[src/rtl/pc_ctrl.sv]
// pc_ctrl: program-counter sequencer with absolute jump, signed relative
// branch, call/return through an internal return-address stack, fetch stall,
// halt-address detection and sticky stack-error halting. All outputs are
// registered; the next state is formed combinationally from registered state
// and the current enables, then captured on the rising edge of CLK.
module pc_ctrl #(
  parameter int PW        = 10,
  parameter int OW        = 8,
  parameter int RAS_DEPTH = 4,
  parameter int HALT_PC   = 85,
  parameter int RESET_PC  = 0
) (
  input  logic                           CLK,
  input  logic                           init_n,
  input  logic                           stall,
  input  logic                           jump_en,
  input  logic                           branch_en,
  input  logic                           call_en,
  input  logic                           ret_en,
  input  logic [PW-1:0]                  destination,
  input  logic [OW-1:0]                  offset,
  output logic [PW-1:0]                  pc,
  output logic                           halt,
  output logic                           ras_err,
  output logic [$clog2(RAS_DEPTH+1)-1:0] ras_count
);

  localparam int CW = $clog2(RAS_DEPTH + 1);
  localparam int SW = (RAS_DEPTH > 1) ? $clog2(RAS_DEPTH) : 1;

  // Halt threshold held 32 bits wide so a value beyond the PC range
  // (e.g. 2**PW) simply never matches instead of being truncated.
  localparam logic [31:0]   HALT_V   = 32'(HALT_PC);
  localparam logic [PW-1:0] RESET_V  = PW'(RESET_PC);
  localparam logic [PW-1:0] ONE_PC   = PW'(1);
  localparam logic [CW-1:0] ONE_CNT  = CW'(1);
  localparam logic [CW-1:0] ZERO_CNT = CW'(0);
  localparam logic [CW-1:0] FULL_CNT = CW'(RAS_DEPTH);

  logic [PW-1:0] pc_r;
  logic          halt_r;
  logic          err_r;
  logic [CW-1:0] cnt_r;
  logic [PW-1:0] stack_r [RAS_DEPTH];

  logic [PW-1:0] pc_next_s;
  logic          halt_next_s;
  logic          err_next_s;
  logic [CW-1:0] cnt_next_s;
  logic          push_s;
  logic [CW-1:0] top_cnt_s;
  logic [SW-1:0] top_idx_s;
  logic [SW-1:0] push_idx_s;
  logic [PW-1:0] pc_inc_s;
  logic [PW-1:0] branch_tgt_s;
  logic          at_halt_s;

  // Offset is two's-complement; the size cast of a signed value sign-extends
  // (or truncates when OW exceeds PW). Both sums wrap modulo 2**PW.
  assign pc_inc_s     = pc_r + ONE_PC;
  assign branch_tgt_s = pc_r + PW'($signed(offset));
  assign at_halt_s    = (32'(pc_r) >= HALT_V);

  // Stack indices: top of stack for a pop, next free slot for a push. The
  // push index is used only when cnt_r < RAS_DEPTH, so truncation is safe.
  assign top_cnt_s  = cnt_r - ONE_CNT;
  assign top_idx_s  = top_cnt_s[SW-1:0];
  assign push_idx_s = cnt_r[SW-1:0];

  // Next-state selection, highest priority first: halted, stalled,
  // halt-address reached, ret, call, jump, branch, sequential increment.
  always_comb begin
    pc_next_s   = pc_r;
    halt_next_s = halt_r;
    err_next_s  = err_r;
    cnt_next_s  = cnt_r;
    push_s      = 1'b0;
    if (halt_r || stall) begin
      pc_next_s = pc_r;
    end else if (at_halt_s) begin
      halt_next_s = 1'b1;
    end else if (ret_en) begin
      if (cnt_r != ZERO_CNT) begin
        pc_next_s  = stack_r[top_idx_s];
        cnt_next_s = top_cnt_s;
      end else begin
        err_next_s  = 1'b1;
        halt_next_s = 1'b1;
      end
    end else if (call_en) begin
      if (cnt_r < FULL_CNT) begin
        push_s     = 1'b1;
        cnt_next_s = cnt_r + ONE_CNT;
        pc_next_s  = destination;
      end else begin
        err_next_s  = 1'b1;
        halt_next_s = 1'b1;
      end
    end else if (jump_en) begin
      pc_next_s = destination;
    end else if (branch_en) begin
      pc_next_s = branch_tgt_s;
    end else begin
      pc_next_s = pc_inc_s;
    end
  end

  // Architectural state: PC, sticky halt and error flags, stack occupancy.
  always_ff @(posedge CLK or negedge init_n) begin
    if (!init_n) begin
      pc_r   <= RESET_V;
      halt_r <= 1'b0;
      err_r  <= 1'b0;
      cnt_r  <= ZERO_CNT;
    end else begin
      pc_r   <= pc_next_s;
      halt_r <= halt_next_s;
      err_r  <= err_next_s;
      cnt_r  <= cnt_next_s;
    end
  end

  // Return-address storage; contents are don't-care after reset, so the
  // array carries no reset and is written only on a successful call.
  always_ff @(posedge CLK) begin
    if (push_s) begin
      stack_r[push_idx_s] <= pc_inc_s;
    end else begin
      stack_r[push_idx_s] <= stack_r[push_idx_s];
    end
  end

  assign pc        = pc_r;
  assign halt      = halt_r;
  assign ras_err   = err_r;
  assign ras_count = cnt_r;

endmodule

[config.mk]
export PLATFORM = sky130hd
export DESIGN_NAME = pc_ctrl
export DESIGN_NICKNAME = d
export VERILOG_FILES = /design/src/rtl/pc_ctrl.sv
export SDC_FILE = /design/constraint.sdc
export NUM_CORES = 1
export LEC_CHECK = 0
export CAP_MARGIN = 20
export CORE_ASPECT_RATIO = 1.4
export CORE_MARGIN = 2
export CORE_UTILIZATION = 55
export DETAILED_ROUTE_END_ITERATION = 12
export PLACE_DENSITY_LB_ADDON = 0.15
export SYNTH_ARGS = -nofsm -noshare
export SYNTH_HDL_FRONTEND = slang
export SYNTH_SLANG_ARGS = --single-unit
[constraint.sdc]
create_clock -name CLK -period 6.7 [get_ports CLK]
set_input_delay 1.34 -clock CLK [delete_from_list [all_inputs] [get_ports CLK]]
set_output_delay 1.34 -clock CLK [all_outputs]
set_load 0.05 [all_outputs]
### Word-level counts from Yosys, hierarchy flattened

Memories as Yosys holds them, arrays and structs flattened.
Cells that the tools add are included.

| cells by class | value |
|---|---|
| reductions and logical operators | 10 |
| $add $sub $neg | 4 |
| mux-type cells | 24 |
| order comparisons | 2 |
| equality and inequality tests | 7 |
| bitwise gates (word level) | 3 |

Operators by type and width:

| kind | number |
|---|---|
| 10-bit two-way mux | 7 |
| 1-bit two-way mux | 13 |
| 3-bit two-way mux | 4 |
| 10-bit by 1-bit adder with 10-bit output, second input constant | 1 |
| 10-bit adder | 1 |
| 10-bit by 7-bit greater-or-equal comparator with 1-bit output, second input constant | 1 |
| 5-bit AND reduction | 2 |
| 4-bit AND reduction | 2 |
| 3-bit != test, second input constant | 2 |
| 3-bit nonzero test | 2 |
| 2-bit != test, second input constant | 2 |
| 2-bit nonzero test | 2 |
| 3-bit by 1-bit adder with 3-bit output, second input constant | 1 |
| 3-bit less-than comparator, second input constant | 1 |
| 3-bit by 1-bit != test with 1-bit output, second input constant | 1 |
| 3-bit by 1-bit subtractor with 3-bit output, second input constant | 1 |
| 2-bit by 1-bit != test with 1-bit output, second input constant | 1 |
| 1-bit NOT | 2 |
| 2-bit AND reduction | 1 |
| 1-bit logical OR | 1 |
| 0-bit != test | 1 |
| 1-bit OR | 1 |

| storage, ports and cells | value |
|---|---|
| bits in registers | 15 |
| input port bits | 25 |
| bits in writable memories | 40 |
| memories | 1 |
| logic and storage cells | 55 |
| output and inout port bits | 15 |

Memories:

| memory | words | width | read ports | clocked after Yosys merged registers in | write ports | line | RTL |
|---|---|---|---|---|---|---|---|
| stack_r | 4 | 10 | 1 | 0 | 1 | 44 | `logic [PW-1:0] stack_r [RAS_DEPTH];` |

### Longest topological paths before layout

Gate-level depths: netlist of the first run.

| depth | value |
|---|---|
| word-level depth | 9 |
| depth in mapped cells | 9 |
| mapped depth without buffers | 8 |

### Worst setup path before layout of the first run

Ideal clock, no wire load.

| timing | value |
|---|---|
| kind | input to register |
| start | input offset[0] |
| end | register pc_r[8], in the netlist pc[8] |
| path buffers | 0 |
| stages | 8 |
| library setup time | 120 ps |
| data arrival time | 3,147 ps |
| required time | 6,580 ps |
| path slack | 3,432 ps |
| cell sequence | ha_1 -> fa_1 -> a211oi_2 -> nor2_1 -> or3_1 -> a31oi_1 -> nand4b_1 -> a41o_1 |

| between the ends | value |
|---|---|
| longest elaborated chain between the ends | 5 |

Ends and longest elaborated chain:

| what | line | RTL |
|---|---|---|
| start: declaration | 21 | `input logic [OW-1:0] offset,` |
| 10-bit adder | 61 | `assign branch_tgt_s = pc_r + PW'($signed(offset));` |
| 10-bit two-way mux | 101 | `end else if (branch_en) begin` |
| 10-bit two-way mux | 99 | `end else if (jump_en) begin` |
| 10-bit two-way mux | 90 | `end else if (call_en) begin` |
| 10-bit two-way mux | 82 | `end else if (ret_en) begin` |
| end signal: assignment | 116 | `pc_r <= pc_next_s;` |
| end: declaration | 40 | `logic [PW-1:0] pc_r;` |

No other way between the ends.
A chain may end at the register's enable or synchronous reset.

### Worst setup path in the final report of the first run

Same ends and word-level chain as after synthesis.

==> run metrics, run 1 <==
post-synthesis cell area 3128 um2; initial DRC count approximately 130; sequential area share after synthesis roughly half; Total GRT Usage 22.59%; Die ar. around 6300 um2; placed cell area about 3600 um2; drt total wl roughly 6.5 mm; leakage roughly 1.3 nW; Final ANT Viol Nets 0; Top Ports 40; number of max-cap violations 0; Worst R2R Start pc[1]$_DFFE_PN0P_; CP Max Fanout 3; share of cells above drive strength 1 10.07%; Slew Viols, Final 0; VDD IR-drop max between 0.00015 and 0.0002 V; fin crit share approximately 52%; Setup Viol. Count Final 0; design area 3654 um2; Crit-path slowest cell fa_1; I/O Buffers 39; DIE HEIGHT ~93 um; diode count 0; Root Driver clkbuf_8; Final Hold Vio Count 0; outcome completed; slew margin rel. roughly 36%; Ys Warns 0; Pint 0.0006320 W; GPL Wtd Cong approximately 0.83; library cells used by synthesis 55; Post-route DRC 0; Worst Setup SP offset[0]; post-synth net total a little over 300; Final nets 340; cells after synthesis 260; Post-synth EDFFs 40; initial antenna violation count 0; cells on worst reg2reg path 7; H-tree lvl count 2; HPWL after DPL a little under 5 mm; WS Path Type in2reg; register bit total from synthesis between 50 and 60; Clock Sinks 55; overall power between 0.0009 and 0.001 W; row count 32; Net Sw Power around 0.00036 W; Max Root-Sink Buffers 2; via density per instance 5.945; Max Fclk 0.2855 GHz; Clock Skews slightly below 0.008 ns; Critical Path RT around 6.9 ns; Overflow after GRT 0; sw frac between 30% and 40%; via count approximately 2200; critical-path cell list clkdlybuf4s50_1, ha_1, fa_1, a211oi_2, nor2_1, or3_1, a31oi_1, nand4b_1, a41o_1; Startpoint Class input pin; synth top area cells edfxtp_1, dfrtp_1, mux4_2; cell taking the most area after synthesis edfxtp_1; ys async rst share roughly 27%; P&R area growth vs syn 16.80%; first-pass GRT wire length approximately 10 mm; clk_lat worst skew between 0.3 and 0.4 ns; Data arrival, critical path between 3 and 4 ns; Comb pwr share approximately 36%; die width between 60 and 70 um; syn avg cell area about 12 um2; Setup TNS Final 0 ns; dominant synthesized flop cell edfxtp_1; clock slew at reported path FFs about 0.10 ns; DR pass1 iterations 4; top post-synthesis cells by count edfxtp_1, nor2_1, ha_1; Worst R2R Setup Slack 3.76 ns; top-count cell post-synth edfxtp_1; worst-margin pin slew between 0.9 and 1 ns; post_cts resized 0; core area 5485 um2; TritonCTS Buffers 5; clock group share of total power 19.2%; CTS tree yes; Seq pwr share 44.5%; Post-CTS Hold Fix Bufs 0; worst hold path type reg2reg; endpoint class of the critical path flip-flop; worst reg2reg path endpoint stack_r[0][0]$_DFFE_PP_; largest net degree at the start of global routing 29; post-synth top area share between 30% and 40%; DR WL/cell around 18 um; vias in the first global route around 2200; RSZ-0062 raised after global routing no; Starting Density a little under three fifths; Post-CTS Setup Bufs 0; Critical Path Max Stage Delay 0.44 ns; Pwr Density 271.9 nW/um2; CP endpoint pc[8]$_DFFE_PN0P_; fin crit period ~3.5 ns
kinds of logic (layout without fill, tap and decap cells):
| kind of cell | after synthesis | after routing | share of synthesized area, % |
|---|---|---|---|
| flops | 55 | 55 | 50.40 |
| compound gates | 61 | 61 | 13.68 |
| xor+xnor | 13 | 13 | 3.640 |
| buf+inv | 17 | 55 | 2.560 |
| fa+ha+maj | 18 | 18 | 7.440 |
| mux | 14 | 14 | 8.520 |
| simple gates | 82 | 82 | 13.76 |
critical path, delay by kind of cell:
| kind | cells | cell delay (ns) |
|---|---|---|
| buffers and inverters | 1 | 0.40 |
| AO/OA/AOI/OAI | 3 | 0.72 |
| AND/OR/NAND/NOR | 3 | 0.58 |
| adder cells (fa/ha/maj) | 2 | 0.68 |
area by class of cell:
type	count	area (um2)
clock buffers	5	68.82
clock inverters	3	27.53
fillers	410	1832
inverters	7	26.28
multi-input cells	188	1471
flip-flops and latches	55	1577
well taps	68	85.08
repair buffers	40	397.9
cell usage in the layout (no fill, tap or decap), types with 9 or more instances in the layout:
cell type        instances
nor2_1                  23
clkdlybuf4s50_1         39
o21ai_0                 15
nand3_1                 12
edfxtp_1                40
nand2_1                 14
mux4_2                  10
dfrtp_1                 15
ha_1                    17
a21oi_1                  9
flip-flops by register name, summed over array words and instances, names as in the netlist:
name and count:
pc 10, ras_err 1, halt 1, stack_r 40
ras_count 3
power groups by stage:
stage / Combinational [W] / Clock, W / Sequential, W
5_1_grt: 0.000394 / 0.000208 / 0.000448
3_3_place_gp: 0.000355 / 0 / 0.000451
6_report: 0.000360 / 0.000191 / 0.000442
4_1_cts: 0.000363 / 0.000196 / 0.000443
2_1_floorplan: 0.000215 / 0 / 0.000488
3_5_place_dp: 0.000361 / 0 / 0.000450
how the worst min path moves through the flow:
stage | to | from | cells past startpoint | slack, ns
after floorplan | pc[1]$_DFFE_PN0P_ | stack_r[1][1]$_DFFE_PP_ | 3 | 0.72
after global placement | ras_err$_DFFE_PN0P_ | ras_err$_DFFE_PN0P_ | 1 | 0.46
after global routing | ras_err$_DFFE_PN0P_ | ras_err$_DFFE_PN0P_ | 1 | 0.52
after CTS | ras_err$_DFFE_PN0P_ | ras_err$_DFFE_PN0P_ | 1 | 0.50
after detailed placement | ras_err$_DFFE_PN0P_ | ras_err$_DFFE_PN0P_ | 1 | 0.48
final | ras_err$_DFFE_PN0P_ | ras_err$_DFFE_PN0P_ | 1 | 0.50
layer usage:
| metal | up-vias | part of all wire, % | wire length, um | GRT usage (%) |
|---|---|---|---|---|
| met4 | 0 | 1.6 | 104 | 7.483 |
| met5 | - | 0 | 0 | 0 |
| li1 | 1062 | - | - | - |
| met3 | 9 | 4.1 | 263 | 4.212 |
| met2 | 54 | 52 | 3383 | 38.89 |
| met1 | 1051 | 42 | 2703 | 28.03 |
metrics by stage:
stage	util (%)	hold slack, ns	instances	setup WS, ns
finish	66.61	0.4954	366	3.198
detailed placement	64.85	0.4765	358	2.854
global placement	64.85	0.4630	358	2.901
global route	66.61	0.5160	366	3.081
CTS	66.61	0.5008	366	3.197
floorplan	-	0.7234	260	3.432
(Power assumes the default switching activity.)
==> run 2, diff against run 1 <==
Clock period 6.7 ns to 3.4 ns, I/O delays scaled along.
==> run 2 against run 1 <==
Die area unchanged. Design area up 1.3%. Critical endpoint is now stack_r[1][6]$_DFFE_PP_. Non-clock buffer count grew 4.
==> run metrics, run 2 (synthesized netlist as in run 1, its figures left out) <==
Crit-path slowest cell and2_1; fin crit period 2.926 ns; Startpoint Class flip-flop; leakage 1.371 nW; delay-heaviest family, CP simple AND/OR/NAND/NOR gates; endpoint class of the critical path flip-flop; Post-route DRC 0; initial antenna violation count 0; fin crit share between 80% and 90%; Final ANT Viol Nets 0; critical-path cell list inv_1, ha_1, nand2b_1, a211oi_1, o21ai_2, nor3b_1, and2_1; commonest non-fill, non-tap cell in the layout edfxtp_1; Starting Density a little under three fifths; max reg flops 40; Final Hold Vio Count 0; row count 32; Slew Viols, Final 0; die width slightly below 70 um; Max Root-Sink Buffers 2; Top reg by flops stack_r; clock slew at reported path FFs 0.10 ns; vias in the first global route about 2200; first-pass GRT wire length about 11 mm; CP Max Fanout 10; Root Driver clkbuf_8; largest net degree at the start of global routing 23; diode count 0; Max Fclk between 0.3 and 0.4 GHz; Die ar. ~6300 um2; DR pass1 iterations 4; Critical Path RT 3.35 ns; final core occ between 60 and 70%; Overflow after GRT 0; Top Ports 40; RSZ-0062 raised after global routing no; Final nets 344; Setup Viol. Count Final 0; GPL Wtd Cong approximately 0.84; via density per instance 5.981; initial DRC count 74; Post-CTS Hold Fix Bufs 0; I/O Buffers 39; most frequent cells in the layout edfxtp_1, clkdlybuf4s50_1, nor2_1, ha_1; worst-margin pin slew just under 0.8 ns; DR WL/cell 17.80 um; Setup TNS Final 0 ns; H-tree lvl count 2; slew margin rel. between 40 and 50%; post_cts resized 0; placed cells ~360; WS Path Type reg2reg; core area 5485 um2; Data arrival, critical path roughly 2.9 ns; Total GRT Usage a little under a quarter; Clock Skews 0.007536 ns; number of max-cap violations 0; outcome completed; share of cells above drive strength 1 around 11%; Pwr Density 549.6 nW/um2; Post-CTS Setup Bufs 0; via count ~2200; fillers 435; CTS tree yes; Critical Path Max Stage Delay roughly 0.52 ns; Cell Count, Final, Fillers Out 370; worst hold path type reg2reg; clk_lat worst skew 0.31 ns; drt total wl 6.585 mm; VDD IR-drop max 0.0004690 V; HPWL after DPL between 4 and 5 mm; Clock Sinks between 50 and 60; P&R area growth vs syn 18.36%; worst path bufs/invs 1; DIE HEIGHT between 90 and 100 um; TritonCTS Buffers 5
## run 2: cell count changes in the layout (fill, tap and decap cells not counted), sizes merged
cell    previous run  this run
buf                1         5
bufinv             0         1
inv                9         8
## run 2: worst register-to-register path, stage by stage, from the launching register on
cell      delay [ns]
dfrtp_1         0.50
inv_1           0.23
ha_1            0.18
nand2b_1        0.07
a211oi_1        0.50
o21ai_2         0.23
nor3b_1         0.34
and2_1          0.52
## run 2: area by class of cell
type / instances / area, um2 / area share, %
Clock buffer: 5 / 68.82 / 1.859
Tap cell: 68 / 85.08 / 2.298
Inverter: 7 / 26.28 / 0.7097
Timing Repair Buffer: 44 / 427.9 / 11.56
Multi-Input combinational cell: 188 / 1471 / 39.74
Sequential cell: 55 / 1577 / 42.58
Clock inverter: 3 / 46.29 / 1.250
## run 2: worst paths after layout
path / cells past startpoint / slack, ns / end / startpoint
worst max-delay path: 7 / 0.47 / stack_r[1][6]$_DFFE_PP_ / pc[0]$_DFFE_PN0P_
worst min-delay path: 1 / 0.47 / ras_err$_DFFE_PN0P_ / ras_err$_DFFE_PN0P_
worst max register to register: 7 / 0.47 / stack_r[1][6]$_DFFE_PP_ / pc[0]$_DFFE_PN0P_
worst min register to register: 1 / 0.47 / ras_err$_DFFE_PN0P_ / ras_err$_DFFE_PN0P_
max in group asynchronous: 1 / 2.10 / ras_count[1]$_DFFE_PN0P_ / init_n
min in group asynchronous: 1 / 0.82 / ras_count[2]$_DFFE_PN0P_ / init_n
## run 2: stage by stage
stage / cell area [um2] / setup slack, ns / total power (W) / hold slack, ns
after floorplan: 3128 / 0.7419 / 0.001385 / 0.3844
after global placement: 3587 / 0.2726 / 0.001599 / 0.4404
after detailed placement: 3587 / 0.2300 / 0.001611 / 0.4517
after CTS: 3702 / 0.4782 / 0.002052 / 0.4748
after global routing: 3702 / 0.2441 / 0.002141 / 0.5070
final: 3702 / 0.4738 / 0.002035 / 0.4725
## run 2: power breakdown
group	switching (W)	internal, W
Clock	0.000217	0.000222
Sequential	0.0000584	0.000786
Combinational	0.000435	0.000317
## run 2: per-layer routing
metal / global-route usage (%) / up-vias / part of all wire [%]
met1: 30.95 / 1090 / 45
met5: 0 / - / 0
li1: - / 1070 / -
met3: 3.249 / 12 / 2.5
met2: 37.42 / 41 / 51
met4: 8.503 / 0 / 2.2
==> run 3, diff against run 2 <==
Settings changed: DONT_BUFFER_PORTS set to 1.
==> run 3 against run 2 <==
Die area is the same. Setup slack gained 0.14 ns. Clock power shrank 12%. Cell count decreased by 9.2%. Largest power group unchanged. Highest routed layer unchanged.
==> run metrics, run 3 (synthesized netlist as in run 1, its figures left out) <==
outcome completed; fin crit share between 80% and 90%; Crit-path slowest cell dfrtp_1; delay-heaviest family, CP compound AO/OA/AOI/OAI gates; Final ANT Viol Nets 0; clock group share of total power roughly a fifth; Min Hold Slack a little over 0.04 ns; Post-route DRC 0; core area approximately 5500 um2; via count 2060; Startpoint Class flip-flop; final core occ approximately three fifths; design area 3337 um2; Pwr Density about 570 nW/um2; Comb pwr share 35.0%; I/O Buffers 0; via density per instance about 6; H-tree lvl count 2; diode count 0; Setup Viol. Count Final 0; share of cells above drive strength 1 between 10% and 20%; P&R area growth vs syn 6.680%; slew margin rel. approximately 54%; first-pass GRT wire length 9.798 mm; DR pass1 iterations 4; initial antenna violation count 0; DR WL/cell roughly 19 um; post_cts resized 0; Overflow after GRT 0; Max Root-Sink Buffers 2; number of max-cap violations 0; leakage approximately 1.2 nW; endpoint class of the critical path flip-flop; die width 67.74 um; TritonCTS Buffers 5; worst path bufs/invs 1; sw frac 36.72%; Starting Density 57.03%; Final Hold Vio Count 0; most frequent cells in the layout edfxtp_1, nor2_1, ha_1, o21ai_0, dfrtp_1; row count 32; Clock Skews 0.009991 ns; Seq pwr share 44.7%; drt total wl 6.308 mm; HPWL after DPL ~4.8 mm; Top Ports 40; RSZ-0062 raised after global routing no; WS Path Type reg2reg; Critical Path RT 3.62 ns; clk_lat worst skew 0.31 ns; Die ar. roughly 6300 um2; fillers 456; fin crit period approximately 2.8 ns; Critical Path Max Stage Delay 0.46 ns; clock slew at reported path FFs 0.11 ns; max reg flops 40; Post-CTS Hold Fix Bufs 0; Final nets 310; commonest non-fill, non-tap cell in the layout edfxtp_1; DIE HEIGHT roughly 93 um; placed cell area roughly 3200 um2; VDD IR-drop max between 0.0004 and 0.0005 V; CTS tree yes; Crit path depth 9; Top reg by flops stack_r; worst-margin pin slew 0.6945 ns; CP Max Fanout 7; Clock Sinks 55; cells on worst reg2reg path 9; critical-path cell list buf_4, ha_1, fa_1, a211oi_2, nor2_1, or3_1, a31oi_1, nand4b_1, a41o_1; Slew Viols, Final 0; Max Fclk between 0.3 and 0.4 GHz; Setup TNS Final 0 ns; largest net degree at the start of global routing 29; vias in the first global route between 2000 and 2500; Data arrival, critical path roughly 3 ns; Net Sw Power 0.0007003 W; worst hold path type in2async; GPL Wtd Cong around 0.87; Root Driver clkbuf_8; Post-CTS Setup Bufs 0; Pint approximately 0.0012 W; initial DRC count 78; Total GRT Usage about 22%
## run 3: layout make-up
cell class              count  area (um2)  share of cell area [%]
inverters                   7       26.28                  0.7874
flip-flops and latches     55        1577                   47.24
well taps                  68       85.08                   2.550
repair buffers             10       75.07                   2.250
multi-input cells         188        1471                   44.09
clock inverters             3       33.78                   1.012
clock buffers               5       68.82                   2.062
## run 3: through the flow
step	instances	setup slack (ns)	power, W
CTS	336	0.6365	0.001923
global placement	328	0.6699	0.001532
global route	336	0.4061	0.002009
floorplan	260	0.7419	0.001385
finish	336	0.6185	0.001907
detailed placement	328	0.6538	0.001533
## run 3: path summary, 6_finish.rpt
check	endpoint	slack [ns]	from
hold / removal	pc[4]$_DFFE_PN0P_	0.04	init_n
setup reg to reg	pc[8]$_DFFE_PN0P_	0.62	pc[0]$_DFFE_PN0P_
hold reg to reg	ras_count[0]$_DFFE_PN0P_	0.61	ras_count[0]$_DFFE_PN0P_
setup / recovery	pc[8]$_DFFE_PN0P_	0.62	pc[0]$_DFFE_PN0P_
min in group CLK	halt$_DFFE_PN0P_	0.45	stall
max in group asynchronous	ras_count[1]$_DFFE_PN0P_	3.28	init_n
## run 3: worst reg2reg max path: stages (launching register included)
cell and delay, ns:
dfrtp_1 0.46, buf_4 0.23, ha_1 0.25, fa_1 0.44, a211oi_2 0.24, nor2_1 0.12, or3_1 0.36, a31oi_1 0.21
nand4b_1 0.12, a41o_1 0.25
## run 3: power by group through the flow
stage               clock network, W  logic [W]  registers, W
finish                      0.000388   0.000668      0.000851
global route                0.000427   0.000725      0.000856
CTS                         0.000402   0.000670      0.000851
detailed placement                 0   0.000667      0.000866
global placement                   0   0.000667      0.000865
floorplan                          0   0.000424      0.000962
## run 3: layer usage
layer  up-vias  track usage, %  wire length, um
met4         0           7.483              107
met1      1012           25.83             2693
li1       1006               -                -
met3         8           3.610              186
met2        34           37.99             3321
met5         -               0                0
